--- src/rtl/amo_sequencer.sv ---
// RV32A atomic sequencer for the MEM stage: runs LR/SC/AMO as a read-modify-write
// on the data-memory port, stalls the pipe while busy and owns the LR/SC reservation.
module amo_sequencer #(
  parameter int ADDR_W = 32,
  parameter int WORD_W = 32
) (
  input  logic              clk,
  input  logic              nrst,
  input  logic              mem_is_atomic,
  input  logic [3:0]        mem_atomic_op,
  input  logic [ADDR_W-1:0] mem_addr,
  input  logic [WORD_W-1:0] mem_opB,
  input  logic              snoop_wr,
  input  logic [ADDR_W-1:0] snoop_addr,
  output logic              dm_req,
  output logic              dm_we,
  output logic [ADDR_W-1:0] dm_addr,
  output logic [WORD_W-1:0] dm_wdata,
  output logic [3:0]        dm_be,
  input  logic              dm_gnt,
  input  logic              dm_rvalid,
  input  logic [WORD_W-1:0] dm_rdata,
  output logic              stall,
  output logic              amo_done,
  output logic [WORD_W-1:0] amo_result,
  output logic              amo_misaligned
);
  localparam logic [3:0] OP_LR = 4'd0, OP_SC = 4'd1, OP_SWAP = 4'd2, OP_ADD = 4'd3,
                         OP_XOR = 4'd4, OP_AND = 4'd5, OP_OR = 4'd6, OP_MIN = 4'd7,
                         OP_MAX = 4'd8, OP_MINU = 4'd9, OP_MAXU = 4'd10;

  typedef enum logic [2:0] {IDLE, RD_REQ, RD_WAIT, WR_REQ, DONE} state_t;
  state_t state, state_n;

  logic [3:0]        op_q;
  logic [ADDR_W-1:0] addr_q;
  logic [WORD_W-1:0] opb_q, wdata_q, wdata_n, pend_q, pend_n, amo_val;
  logic              mis_q, mis_n;
  logic              res_valid;
  logic [ADDR_W-3:0] res_addr;
  logic              start, sc_ok;

  assign start = (state == IDLE) && mem_is_atomic;
  assign sc_ok = res_valid && (res_addr == mem_addr[ADDR_W-1:2]);

  // Ties fall through to the old value for all four compare ops.
  always_comb begin
    amo_val = dm_rdata;
    case (op_q)
      OP_SWAP: amo_val = opb_q;
      OP_ADD:  amo_val = dm_rdata + opb_q;
      OP_XOR:  amo_val = dm_rdata ^ opb_q;
      OP_AND:  amo_val = dm_rdata & opb_q;
      OP_OR:   amo_val = dm_rdata | opb_q;
      OP_MIN:  amo_val = ($signed(opb_q) < $signed(dm_rdata)) ? opb_q : dm_rdata;
      OP_MAX:  amo_val = ($signed(opb_q) > $signed(dm_rdata)) ? opb_q : dm_rdata;
      OP_MINU: amo_val = (opb_q < dm_rdata) ? opb_q : dm_rdata;
      OP_MAXU: amo_val = (opb_q > dm_rdata) ? opb_q : dm_rdata;
      default: amo_val = dm_rdata;
    endcase
  end

  always_comb begin
    state_n = state;
    pend_n  = pend_q;
    wdata_n = wdata_q;
    mis_n   = mis_q;
    case (state)
      IDLE: if (mem_is_atomic) begin
        mis_n  = 1'b0;
        pend_n = '0;
        if (mem_addr[1:0] != 2'b00) begin
          mis_n   = 1'b1;
          state_n = DONE;
        end else if (mem_atomic_op == OP_SC) begin
          wdata_n = mem_opB;
          pend_n  = sc_ok ? '0 : WORD_W'(1);
          state_n = sc_ok ? WR_REQ : DONE;
        end else if (mem_atomic_op > OP_MAXU) begin
          state_n = DONE;
        end else begin
          state_n = RD_REQ;
        end
      end
      RD_REQ:  if (dm_gnt) state_n = RD_WAIT;
      RD_WAIT: if (dm_rvalid) begin
        pend_n  = dm_rdata;
        wdata_n = amo_val;
        state_n = (op_q == OP_LR) ? DONE : WR_REQ;
      end
      WR_REQ:  if (dm_gnt) state_n = DONE;
      DONE:    state_n = IDLE;
      default: state_n = IDLE;
    endcase
  end

  always_ff @(posedge clk or negedge nrst) begin
    if (!nrst) begin
      state      <= IDLE;
      op_q       <= '0;
      addr_q     <= '0;
      opb_q      <= '0;
      wdata_q    <= '0;
      pend_q     <= '0;
      mis_q      <= 1'b0;
      amo_result <= '0;
    end else begin
      state   <= state_n;
      wdata_q <= wdata_n;
      pend_q  <= pend_n;
      mis_q   <= mis_n;
      if (start) begin
        op_q   <= mem_atomic_op;
        addr_q <= mem_addr;
        opb_q  <= mem_opB;
      end
      if (state_n == DONE) amo_result <= pend_n;
    end
  end

  // Later assignments win: an LR set overrides a same-cycle snoop clear.
  always_ff @(posedge clk or negedge nrst) begin
    if (!nrst) begin
      res_valid <= 1'b0;
      res_addr  <= '0;
    end else begin
      if (snoop_wr && res_addr == snoop_addr[ADDR_W-1:2]) res_valid <= 1'b0;
      if (start && mem_addr[1:0] == 2'b00 && mem_atomic_op == OP_SC) res_valid <= 1'b0;
      if (state == WR_REQ && dm_gnt && res_addr == addr_q[ADDR_W-1:2]) res_valid <= 1'b0;
      if (state == RD_WAIT && dm_rvalid && op_q == OP_LR) begin
        res_valid <= 1'b1;
        res_addr  <= addr_q[ADDR_W-1:2];
      end
    end
  end

  assign dm_req         = (state == RD_REQ) || (state == WR_REQ);
  assign dm_we          = (state == WR_REQ);
  assign dm_be          = (state == WR_REQ) ? 4'hF : 4'h0;
  assign dm_addr        = dm_req ? {addr_q[ADDR_W-1:2], 2'b00} : '0;
  assign dm_wdata       = (state == WR_REQ) ? wdata_q : '0;
  assign stall          = start || (state == RD_REQ) || (state == RD_WAIT) || (state == WR_REQ);
  assign amo_done       = (state == DONE);
  assign amo_misaligned = (state == DONE) && mis_q;
endmodule

--- config.mk ---
export PLATFORM = sky130hd
export DESIGN_NAME = amo_sequencer
export DESIGN_NICKNAME = d
export VERILOG_FILES = /design/src/rtl/amo_sequencer.sv
export SDC_FILE = /design/constraint.sdc
export NUM_CORES = 1
export LEC_CHECK = 0
export CORE_ASPECT_RATIO = 1.2
export CORE_MARGIN = 5
export CORE_UTILIZATION = 49
export DETAILED_ROUTE_END_ITERATION = 10
export PLACE_DENSITY = 0.78
export SYNTH_ARGS = -nofsm -noshare
export SYNTH_HDL_FRONTEND = slang
export SYNTH_SLANG_ARGS = --single-unit
--- constraint.sdc ---
create_clock -name clk -period 3.45 [get_ports clk]
set_clock_uncertainty 0.1 [all_clocks]
set_input_delay 0.69 -clock clk [delete_from_list [all_inputs] [get_ports clk]]
set_output_delay 0.69 -clock clk [all_outputs]
set_load 0.01 [all_outputs]
==> results.md <==
- Status: finished with violations
- Failing checks: setup timing
- R2R Setup Slk: -2 ps
- Number of inserted diodes: 0
- Final setup margin: -2.09 ps
- Levels on crit path: 13
- Mean Syn Cell Area: 8.87 um2
- Combinational power share: around two thirds
- CP max FO: 7
- DRC viols: 0
- Initial antenna violation count: 0
- Die X: around 160 um
- CP bufs+invs: 3
- # port buffers: approximately 240
- Initial core utilization: between 40% and 50%
- Hold-fix buffers, CTS: 0
- FILL cells: ~2,000
- DR WL/cell: 21.6 um
- Post-DRT Antenna Nets: 0
- Worst-margin pin slew: between 900 and 1000 ps
- Top cells by area, synth: dfrtp_1, ha_1, nand2_1, mux2_2, xnor2_1
- Max-slew violations: 0
- Sw frac: around 45%
- DR vias: 14,500
- Rows: 67
- Tmin final: around 3500 ps
- Critical path origin: opb_q[1]$_DFFE_PN0P_
- Worst Setup End Kind: flop
- R2r startpoint: opb_q[1]$_DFFE_PN0P_
- Vias in the first global route: ~15,000
- Sw power: about 8.0 mW
- Min-delay worst type: in -> async
- Final Cycle Share: 100%
- Final Power: approximately 18 mW
- Worst rel slew slack: a little under two fifths
- LEAKAGE: between 9 and 10 nW
- Async SR Flop Fraction: 100%
- CTS root buffer: clkbuf_16
- Family with the most delay on the worst path: compound AO/OA/AOI/OAI gates
- Clock slew seen by the registers of the worst setup and hold paths: roughly 80 ps
- Count leader, synth: nand2_1
- Synth unique cells: 83
- Worst-Skew Late Latency: around 460 ps
- VDD IR max: 0.459 mV
- Cell Pwr Density: between 800 and 900 nW/um2
- Fraction of layout cells with a size suffix above 1: approximately a quarter
- Mapped Area: around 14,000 um2
- Crit-path cells: inv_2, ha_4, nor2_2, o211ai_1, a21oi_4, o41a_1, nor4b_4, o21bai_4, buf_12, buf_16, a21oi_4, a311oi_1, or3_1
- CTS sink count: roughly 200
- Max incr delay on CP: ~450 ps
- CP Launch Type: flop
- Cell taking the most area after synthesis: dfrtp_1
- Total Wirelength: between 50,000 and 60,000 um
- RSZ-0062 raised after global routing: true
- Inserted Clock Buffers: 17
- Critical path class: reg -> reg
- Cell count after synthesis: 1,579
- Non-filler cells, final: roughly 2,400
- CP dominant cell by count: a21oi_4
- DR iter-0 viols: 1,320
- FF+latch count, synth: ~200
- Sequential area share after synthesis: approximately a third
- CTS tree: built
- Register-to-Register Path Depth: 13
- Worst Path Arrival: 3680 ps
- Largest net degree at the start of global routing: 66
- Placed Cells: between 2,000 and 2,500
- Endpoints failing hold: 0
- First-pass GRT wire length: roughly 82,000 um
- Post-synth top area share: around a third
- Crit path to: wdata_q[17]$_DFFE_PN0P_
- Top cells by count, synth: nand2_1, dfrtp_1, o21ai_0
- Worst hold slack: around 110 ps
- Area grow syn2layout: 43.9%
- # H-tree levels: 4
- Pre-antenna DRT Iters: 6
- Dpl cell area: ~19,000 um2
- Clock Tree Buf Depth: 2
- Number of vias per cell: roughly 6
- P_int: approximately 10 mW
- I/O pins: 243
- Setup TNS: -2.09 ps
- Core box area: ~28,000 um2
- Primary FF master, synth: dfrtp_1
- Post-route cell area: slightly above 20,000 um2
- CP required: approximately 3700 ps
- Clk pwr share: 11.7%
- Slowest-stage cell, CP: o41a_1
- Seq pwr share: roughly a quarter
- Total GRT Usage: 32.2%
- FF-to-FF End: wdata_q[17]$_DFFE_PN0P_
- Synth warn: 0
- GP Congestion: between 1 and 1.5
- Post-synth EDFFs: 0
- Nets: between 2,000 and 2,500
- Final setup viols: 1
- Remaining global-route overflow: 0
- Post-DP HPWL: 37,900 um
- Max-Cap Viols: 0
- Die span in y: just under 200 um
- Max Clk Rate: approximately 0.29 GHz
- Die area: roughly 32,000 um2
## kinds of logic after synthesis
group / after synthesis / synth area share [%]
xor gates and xnor gates: 115 / 7.25
adders and majority gates: 97 / 8.72
DFF: 197 / 35.2
AOI/OAI and AO/OA: 422 / 20.3
buffers and inverters: 184 / 5.43
muxes: 72 / 5.74
and+or+nand+nor: 491 / 17.3
other: 1 / 0.0268
## what timing repair did
action | 4_1_cts | 5_1_grt
buffers inserted | 18 | 6
pin swaps | 40 | 49
gates resized for setup | 117 | 59
setup endpoints to repair | 32 | 31
gates cloned | 1 | 0
hold endpoints to repair | 0 | 0
## cell usage in the layout (no fill, tap or decap), types with 10 or more instances in the layout
master / n
a211oi_1: 10
a21o_1: 11
a21oi_1: 75
a21oi_2: 13
a221oi_1: 11
a221oi_2: 11
a22oi_1: 34
and2_1: 34
and3_1: 54
buf_12: 12
buf_4: 277
clkbuf_16: 17
clkdlybuf4s50_1: 205
dfrtp_1: 197
dlygate4sd2_1: 15
ha_1: 68
ha_4: 27
inv_1: 52
inv_2: 29
mux2_2: 62
nand2_1: 237
nand3_1: 17
nand4_1: 23
nor2_1: 42
nor2b_1: 12
nor3_1: 13
nor4_1: 12
o2111ai_1: 11
o211ai_1: 23
o21ai_0: 112
o21ai_1: 14
xnor2_1: 75
xor2_1: 38
## sequential cells by signal (all words and copies together), names as in the netlist
register    flops
amo_result     32
opb_q          32
pend_q         32
wdata_q        32
addr_q         30
res_addr       30
op_q            4
state           3
mis_q           1
res_valid       1
## worst register-to-register path, cell delays in order, from the launching register on
cell and delay, ps:
dfrtp_1 400, inv_2 80, ha_4 300, nor2_2 50, o211ai_1 350, a21oi_4 120
o41a_1 450, nor4b_4 390, o21bai_4 130, buf_12 150, buf_16 140, a21oi_4 130
a311oi_1 130, or3_1 400
## stage by stage
step | worst slack (ps) | util [%]
6_report | -2.09 | 71.7
3_5_place_dp | -886 | 66.9
4_1_cts | 5.26 | 71.0
3_3_place_gp | -921 | 66.9
2_1_floorplan | -28.8 | -
5_1_grt | -80.5 | 71.7
## how the worst min path moves through the flow
stage	from	to	cells after the start
finish	nrst	pend_q[2]$_DFF_PN0_	1
global route	nrst	pend_q[2]$_DFF_PN0_	1
CTS	nrst	pend_q[2]$_DFF_PN0_	1
detailed placement	pend_q[13]$_DFF_PN0_	pend_q[13]$_DFF_PN0_	2
global placement	pend_q[13]$_DFF_PN0_	pend_q[13]$_DFF_PN0_	2
floorplan	nrst	addr_q[10]$_DFFE_PN0P_	0
## power by group through the flow
stage	sequential, mW	clock, mW	combinational (mW)
4_1_cts	4.10	2.09	11.0
3_3_place_gp	4.08	0	10.0
5_1_grt	4.25	2.19	12.3
3_5_place_dp	4.14	0	10.2
6_report	4.13	2.08	11.5
2_1_floorplan	4.01	0	5.87
## final cells by class
cell class	instances	area, um2	share of cell area (%)
Clock inverter	14	165	0.820
Sequential cell	197	4930	24.5
Clock buffer	18	429	2.13
Timing Repair Buffer	537	4790	23.8
Multi-Input combinational cell	1199	9020	44.8
Tap cell	379	474	2.35
Inverter	84	335	1.66
## routing by layer
layer,up-vias,GRT usage (%),wire (um)
li1,6518,-,-
met3,199,6.16,4480
met2,804,53.3,25200
met5,-,0,0
met4,0,15.6,2760
met1,7000,40.3,20000
(Power assumes the default switching activity.)
